`src/rtl/interrupt_controller.sv`:
```
// interrupt_controller: edge-sampled sticky pending bits, software enable mask,
// fixed lowest-index-wins priority and a request/ack/eret handshake with the CPU
// that keeps at most one interrupt in flight.
module interrupt_controller #(
    parameter int N   = 4,
    parameter int IDW = 2
) (
    input  logic           clk,
    input  logic           rst,
    input  logic [N-1:0]   int_src,
    input  logic           mask_we,
    input  logic [N-1:0]   mask_wdata,
    input  logic           int_ack,
    input  logic           int_eret,
    output logic           int_req,
    output logic [IDW-1:0] int_id,
    output logic           in_service,
    output logic [N-1:0]   pending,
    output logic [N-1:0]   mask
);

    typedef enum logic [1:0] {
        S_IDLE    = 2'd0,
        S_REQUEST = 2'd1,
        S_SERVICE = 2'd2
    } state_t;

    localparam logic [N-1:0] ONE_HOT_LSB = {{(N-1){1'b0}}, 1'b1};

    state_t         r_state;
    state_t         w_state_next;
    logic [IDW-1:0] r_id;
    logic [IDW-1:0] w_id_next;
    logic           r_req;
    logic           r_in_service;
    logic [N-1:0]   r_src_d;
    logic           r_armed;
    logic [N-1:0]   r_pending;
    logic [N-1:0]   w_pending_next;
    logic [N-1:0]   r_mask;
    logic [N-1:0]   w_rise;
    logic [N-1:0]   w_eligible;
    logic [N-1:0]   w_clr;
    logic [IDW-1:0] w_sel;
    logic           w_any;
    logic           w_ack_take;

    // r_armed stays low for the first cycle after reset so a line already high
    // at release only loads r_src_d and never registers as a rise.
    assign w_rise     = r_armed ? (int_src & ~r_src_d) : '0;
    assign w_eligible = r_pending & r_mask;
    assign w_any      = |w_eligible;
    assign w_ack_take = (r_state == S_REQUEST) && int_ack;
    assign w_clr      = w_ack_take ? (ONE_HOT_LSB << r_id) : '0;

    // Per-bit pending update: a rise in the same cycle as its clear keeps the bit set.
    generate
        for (genvar gi = 0; gi < N; gi++) begin : g_pending
            assign w_pending_next[gi] = (r_pending[gi] & ~w_clr[gi]) | w_rise[gi];
        end
    endgenerate

    // Priority encoder: scan from the top so the lowest eligible index wins.
    always_comb begin
        w_sel = '0;
        for (int i = N - 1; i >= 0; i--) begin
            if (w_eligible[i]) begin
                w_sel = IDW'(i);
            end
        end
    end

    // Edge-detect history, sticky pending bits and the software mask.
    always_ff @(posedge clk) begin
        if (rst) begin
            r_src_d   <= '0;
            r_armed   <= 1'b0;
            r_pending <= '0;
            r_mask    <= '1;
        end else begin
            r_src_d   <= int_src;
            r_armed   <= 1'b1;
            r_pending <= w_pending_next;
            if (mask_we) begin
                r_mask <= mask_wdata;
            end
        end
    end

    // Handshake next-state logic; the id is captured only when leaving IDLE.
    always_comb begin
        w_state_next = r_state;
        w_id_next    = r_id;
        case (r_state)
            S_IDLE: begin
                if (w_any) begin
                    w_state_next = S_REQUEST;
                    w_id_next    = w_sel;
                end
            end
            S_REQUEST: begin
                if (int_ack) begin
                    w_state_next = S_SERVICE;
                end else if (!w_eligible[r_id]) begin
                    w_state_next = S_IDLE;
                end
            end
            S_SERVICE: begin
                if (int_eret) begin
                    w_state_next = S_IDLE;
                end
            end
            default: begin
                w_state_next = S_IDLE;
            end
        endcase
    end

    // State register with registered request/service flags derived from the next state.
    always_ff @(posedge clk) begin
        if (rst) begin
            r_state      <= S_IDLE;
            r_id         <= '0;
            r_req        <= 1'b0;
            r_in_service <= 1'b0;
        end else begin
            r_state      <= w_state_next;
            r_id         <= w_id_next;
            r_req        <= (w_state_next == S_REQUEST);
            r_in_service <= (w_state_next == S_SERVICE);
        end
    end

    assign int_req    = r_req;
    assign int_id     = r_id;
    assign in_service = r_in_service;
    assign pending    = r_pending;
    assign mask       = r_mask;

endmodule

```
`config.mk`:
```
export PLATFORM = sky130hd
export DESIGN_NAME = interrupt_controller
export DESIGN_NICKNAME = d
export VERILOG_FILES = /design/src/rtl/interrupt_controller.sv
export SDC_FILE = /design/constraint.sdc
export NUM_CORES = 1
export LEC_CHECK = 0
export CORE_UTILIZATION = 46
export DETAILED_ROUTE_END_ITERATION = 6
export GPL_TIMING_DRIVEN = 1
export PLACE_DENSITY = 0.81
export SYNTH_ARGS = -nofsm -noshare
export SYNTH_HDL_FRONTEND = slang
export SYNTH_SLANG_ARGS = --single-unit
```
`constraint.sdc`:
```
create_clock -name clk -period 2.3 [get_ports clk]
set_input_delay 0.575 -clock clk [delete_from_list [all_inputs] [get_ports clk]]
set_output_delay 0.575 -clock clk [all_outputs]
set_load 0.02 [all_outputs]
```
-- Word-level counts from Yosys, hierarchy flattened
Cells that the tools add are included.
- bits in writable memories: 0
- memories: 0
- ROM bits: 0
- bits in latches: 0
- flip-flop bits (word level): 19
- output and inout port bits: 12
- $add $sub $neg: 0
- magnitude comparators: 1
- $mul: 0
- divide/modulo/power cells: 0
- shift-type cells: 1
- reductions and logical operators: 4
- mux-type cells: 14
- bitwise gates (word level): 15
- eq/ne operators: 4
- operators by type and width (operator ; count):
    2-to-1 mux 2 bit ; 8
    bitwise AND 4 bit ; 2
    2-to-1 mux 4 bit ; 2
    case mux 2 bit (3 select lines) ; 1
    bitwise AND 1 bit ; 4
    equality test 2 x 1 -> 1 bit, second input constant ; 2
    equality test 2 bit, second input constant ; 2
    NOT 1 bit ; 4
    NOT 4 bit ; 1
    OR 1 bit ; 4
    OR reduction 4 bit ; 1
    left shift 1 x 2 -> 4 bit, first input constant ; 1
    less-than comparator 2 x 3 -> 1 bit, second input constant ; 1
    binary-select mux 1 bit (select 2 bit) ; 1
    logical NOT 2 bit ; 1
    2-to-1 mux 1 bit ; 2
    AND reduction 2 bit ; 1
    logical AND 1 bit ; 1

-- Longest topological paths before layout
- depth in word-level cells: 7
- gate-level depth with buffers: 4
- mapped depth without buffers: 4

-- Worst setup path before layout
OpenSTA, ideal clock, no wires.
- path kind: register to register
- start: register r_id[1], in the netlist int_id[1]
- end: register r_req, in the netlist int_req
- clock period less this slack: 1.325 ns
- buffers on the path: 0
- library setup time: 0.128 ns
- path slack: 0.975 ns
- data arrival time: 1.198 ns
- stages on the path, launching flop included: 5
- cells stage by stage: dfxtp_1 > inv_1 > a311o_1 > a41oi_2 > nor2_1
- word-level cells in the longest chain between the ends: 6
- RTL lines (element ; RTL line ; source):
    from (decl) ; 32 ; logic [IDW-1:0] r_id;
    from (signal assigned) ; 128 ; r_id <= w_id_next;
    binary-select mux 1 bit (select 2 bit) ; 104 ; end else if (!w_eligible[r_id]) begin
    2-to-1 mux 1 bit (implied by the code) ; 104 ;
    2-to-1 mux 2 bit ; 104 ;
    2-to-1 mux 2 bit ; 102 ; if (int_ack) begin
    case mux 2 bit (3 select lines) ; 94 ; case (r_state)
    equality test 2 x 1 -> 1 bit ; 129 ; r_req <= (w_state_next == S_REQUEST);
    to (signal assigned) ; 129 ;
    to (decl) ; 34 ; logic r_req;
No other way between the ends. The select of a mux whose other input is x is not followed.
A chain may end at the register's enable or synchronous reset.

-- Worst setup path after layout
- start: register r_id[0], in the netlist int_id[0]
- end: output port int_id[0]
- RTL lines (element ; RTL line ; source):
    to (decl) ; 16 ; output logic [IDW-1:0] int_id,
No word-level cell between the ends.

==> impl_metrics.prom <==
# TYPE chip_impl_metric gauge
chip_impl_info{name="crit_path_top_delay_cell",value="clkdlybuf4s50_1"} 1
chip_impl_metric{name="grt_pass1_vias",unit=""} 582
chip_impl_info{name="timing.critical_path.to_type",value="output port"} 1
chip_impl_metric{name="die_h",unit="microns"} 41.7
chip_impl_metric{name="placed_cell_area",unit="sq um"} 978
chip_impl_metric{name="cp_num_buf_inv",unit=""} 1
chip_impl_metric{name="floorplan.die_area",unit="sq um"} 1730
chip_impl_metric{name="routed_len_inst",unit="microns"} 13.5
chip_impl_metric{name="initial_antenna_violation_count",unit=""} 0
chip_impl_metric{name="mappedNetlistNets",unit=""} 90
chip_impl_metric{name="cts_htree_levels",unit=""} 1
chip_impl_metric{name="final_hold_viol_count",unit=""} 0
chip_impl_metric{name="yosys_register_bits",unit=""} 19
chip_impl_metric{name="post_route_clock_period_utilization",unit="%"} 88.0
chip_impl_metric{name="final-setup-viol-count",unit=""} 0
chip_impl_info{name="timing.critical_path.max_delay_family",value="buffers and inverters"} 1
chip_impl_metric{name="synth_cells",unit=""} 77
chip_impl_metric{name="powerDensity",unit="nW/um^2"} 673
chip_impl_info{name="tritoncts",value="yes"} 1
chip_impl_metric{name="maximum_number_of_pins_on_one_net_before_global_route_repair",unit=""} 12
chip_impl_metric{name="post_route_cell_area",unit="sq um"} 1000
chip_impl_metric{name="cp_slowest_stage_delay",unit="ns"} 0.66
chip_impl_metric{name="fp-row-count",unit=""} 13
chip_impl_metric{name="detail_route.drc_violations",unit=""} 0
chip_impl_info{name="worstSetupStartpointType",value="flip-flop"} 1
chip_impl_info{name="yosys.area.top_type",value="dfxtp_1"} 1
chip_impl_info{name="synth_top_cells_by_count",value="dfxtp_1, nand2_1, a21oi_1"} 1
chip_impl_metric{name="fin_nets",unit=""} 117
chip_impl_info{name="synth_area_leaders",value="dfxtp_1, a21oi_1, mux2i_1"} 1
chip_impl_metric{name="ctsResizeCount",unit=""} 0
chip_impl_metric{name="seq_area_frac_synth",unit="%"} 52.6
chip_impl_metric{name="post_cts_buffers",unit=""} 0
chip_impl_metric{name="cts_buffer_depth",unit=""} 2
chip_impl_metric{name="drt_pre_antenna_iters",unit=""} 4
chip_impl_metric{name="drive_above_1_share",unit="%"} 4.85
chip_impl_metric{name="numPlacedInstances",unit=""} 114
chip_impl_metric{name="ir_drop",unit="mV"} 0.463
chip_impl_metric{name="finalCriticalPeriod",unit="ns"} 2.02
chip_impl_info{name="timing.critical_path.cells",value="clkdlybuf4s50_1"} 1
chip_impl_info{name="min_path_type",value="reg -> reg"} 1
chip_impl_metric{name="drtIter0Drc",unit=""} 18
chip_impl_metric{name="layoutNonFillerInstCount",unit=""} 118
chip_impl_metric{name="async_reset_ff_share",unit="%"} 0
chip_impl_metric{name="design.core.area",unit="sq um"} 1380
chip_impl_metric{name="global_route.overflow_total",unit=""} 0
chip_impl_metric{name="post_syn_area",unit="sq um"} 723
chip_impl_metric{name="critical_path_peak_fanout",unit=""} 9
chip_impl_metric{name="final-max-slew-violation-count",unit=""} 0
chip_impl_metric{name="setup-tns-final",unit="ns"} 0
chip_impl_metric{name="num_vias",unit=""} 654
chip_impl_metric{name="cts-buffers-inserted",unit=""} 3
chip_impl_metric{name="route.antenna.remaining_nets",unit=""} 0
chip_impl_info{name="leading_cell_type_by_number_of_instances_after_synthesis",value="dfxtp_1"} 1
chip_impl_metric{name="io-pin-count",unit=""} 25
chip_impl_metric{name="slew_headroom",unit="%"} 81.1
chip_impl_metric{name="post_cts_hold_fix_bufs",unit=""} 0
chip_impl_metric{name="global_route_wire_length_before_repair",unit="microns"} 2650
chip_impl_metric{name="route.detailed.vias_per_inst",unit=""} 5.54
chip_impl_metric{name="clock_pin_transition_on_the_worst_setup_and_hold_timing_paths",unit="ns"} 0.10
chip_impl_metric{name="worstPathArrival",unit="ns"} 1.45
chip_impl_metric{name="max_freq",unit="MHz"} 494
chip_impl_metric{name="cts.sink_count",unit=""} 19
chip_impl_metric{name="cp_data_required_time",unit="ns"} 1.73
chip_impl_metric{name="area_growth",unit="%"} 38.9
chip_impl_info{name="timing.setup.critical_path_class",value="reg -> out"} 1
chip_impl_metric{name="synth_cell_types",unit=""} 20
chip_impl_metric{name="wirelength",unit="microns"} 1590
chip_impl_metric{name="ys_warn_count",unit=""} 0
chip_impl_metric{name="n_antenna_cell",unit=""} 0
chip_impl_metric{name="power.static_leakage",unit="uW"} 0.000379
chip_impl_metric{name="hpwlAfterDp",unit="microns"} 1190
chip_impl_metric{name="track_usage",unit="%"} 20.0
chip_impl_metric{name="die_width",unit="microns"} 41.7
chip_impl_metric{name="drv.max_cap_violation_count",unit=""} 0
chip_impl_info{name="ys_dominant_reg_cell",value="dfxtp_1"} 1
chip_impl_info{name="cts-root-buf",value="clkbuf_4"} 1
chip_impl_metric{name="start_util",unit="%"} 52.3
chip_impl_metric{name="hold_ws",unit="ns"} 0.510
chip_impl_metric{name="place.gp.congestion",unit=""} 0.784
chip_impl_metric{name="finalClockSkew",unit="ns"} 0.00287
chip_impl_metric{name="synth_enable_flop_cells",unit=""} 0
chip_impl_metric{name="port_buffers",unit=""} 24
chip_impl_metric{name="synth_top_cell_area_share",unit="%"} 52.6
chip_impl_metric{name="worst-slew-pin-transition",unit="ns"} 0.283
chip_impl_metric{name="worst_skew_pair.late_latency",unit="ns"} 0.30
chip_impl_info{name="run_status",value="complete, no violations"} 1
chip_impl_info{name="rsz_0062_raised_after_global_routing",value="no"} 1
chip_impl_metric{name="avg_cell_area_syn",unit="sq um"} 9.39
[metal layers]
metal	up-vias	track usage (%)	share of wire, %
met5	-	0	0
met4	0	11.6	2.6
met3	5	2.61	5.7
met2	22	31.3	47
met1	303	26.4	45
li1	324	-	-
[area by class of cell]
cell class                      count  area, sq um
Clock buffer                        4         26.3
Fill cell                         109          378
Tap cell                           15         18.8
Timing Repair Buffer               25          248
Inverter                            2         7.51
Multi-Input combinational cell     53          324
Sequential cell                    19          380
[where the power goes]
group / leakage, uW / internal [uW] / switching (uW)
combinational: 0.000207 / 72.6 / 63.0
clock: 0.0000150 / 67.6 / 98.7
sequential: 0.000157 / 352 / 22.0
[registers in the layout (all words and copies together), names as in the netlist]
name        cells
in_service      1
r_src_d         4
mask            4
int_id          2
r_armed         1
r_state         2
pending         4
int_req         1
[stage by stage]
stage               util, %  total power (uW)  setup WS [ns]
floorplan                 -               451          0.975
global placement       70.8               514          0.628
detailed placement     70.8               517          0.567
CTS                    72.7               683          0.269
global route           72.7               708          0.221
finish                 72.7               676          0.277
[final timing paths]
check / startpoint / to / slack (ns) / cells past startpoint
worst max-delay path: int_id[0]$_SDFFE_PP0P_ / int_id[0] / 0.28 / 1
worst min-delay path: r_src_d[0]$_SDFF_PP0_ / pending[0]$_SDFF_PP0_ / 0.51 / 2
worst max register to register: int_id[1]$_SDFFE_PP0P_ / int_req$_SDFF_PP0_ / 0.99 / 4
worst min register to register: r_src_d[0]$_SDFF_PP0_ / pending[0]$_SDFF_PP0_ / 0.51 / 2
[worst min-delay path: stages (launching register included)]
cell and delay [ns]:
dfxtp_1 0.32, nand3b_1 0.10, a21oi_1 0.06
[cells by family after synthesis]
group / after synthesis / synth area share [%]
DFF: 19 / 52.6
and+or+nand+nor: 29 / 20.8
muxes: 4 / 5.54
AOI/OAI and AO/OA: 20 / 18.5
buffers and inverters: 5 / 2.60
[layout by cell type (no fill, tap or decap)]
| cell type | Yosys | layout |
|---|---|---|
| a211oi_1 | 1 | 1 |
| a21oi_1 | 8 | 8 |
| a22o_1 | 2 | 2 |
| a311o_1 | 1 | 1 |
| a41oi_2 | 1 | 1 |
| and2_1 | 1 | 1 |
| and3_1 | 1 | 1 |
| buf_4 | 0 | 1 |
| clkbuf_1 | 3 | 1 |
| clkbuf_4 | 0 | 3 |
| clkdlybuf4s50_1 | 0 | 24 |
| dfxtp_1 | 19 | 19 |
| inv_1 | 2 | 2 |
| mux2i_1 | 4 | 4 |
| nand2_1 | 10 | 10 |
| nand3_1 | 3 | 3 |
| nand3b_1 | 5 | 5 |
| nor2_1 | 4 | 4 |
| nor2b_1 | 4 | 4 |
| nor3b_1 | 1 | 1 |
| o21a_1 | 1 | 1 |
| o21ai_0 | 4 | 4 |
| o31ai_1 | 2 | 2 |
No activity file was read; power rests on OpenSTA's default activity.
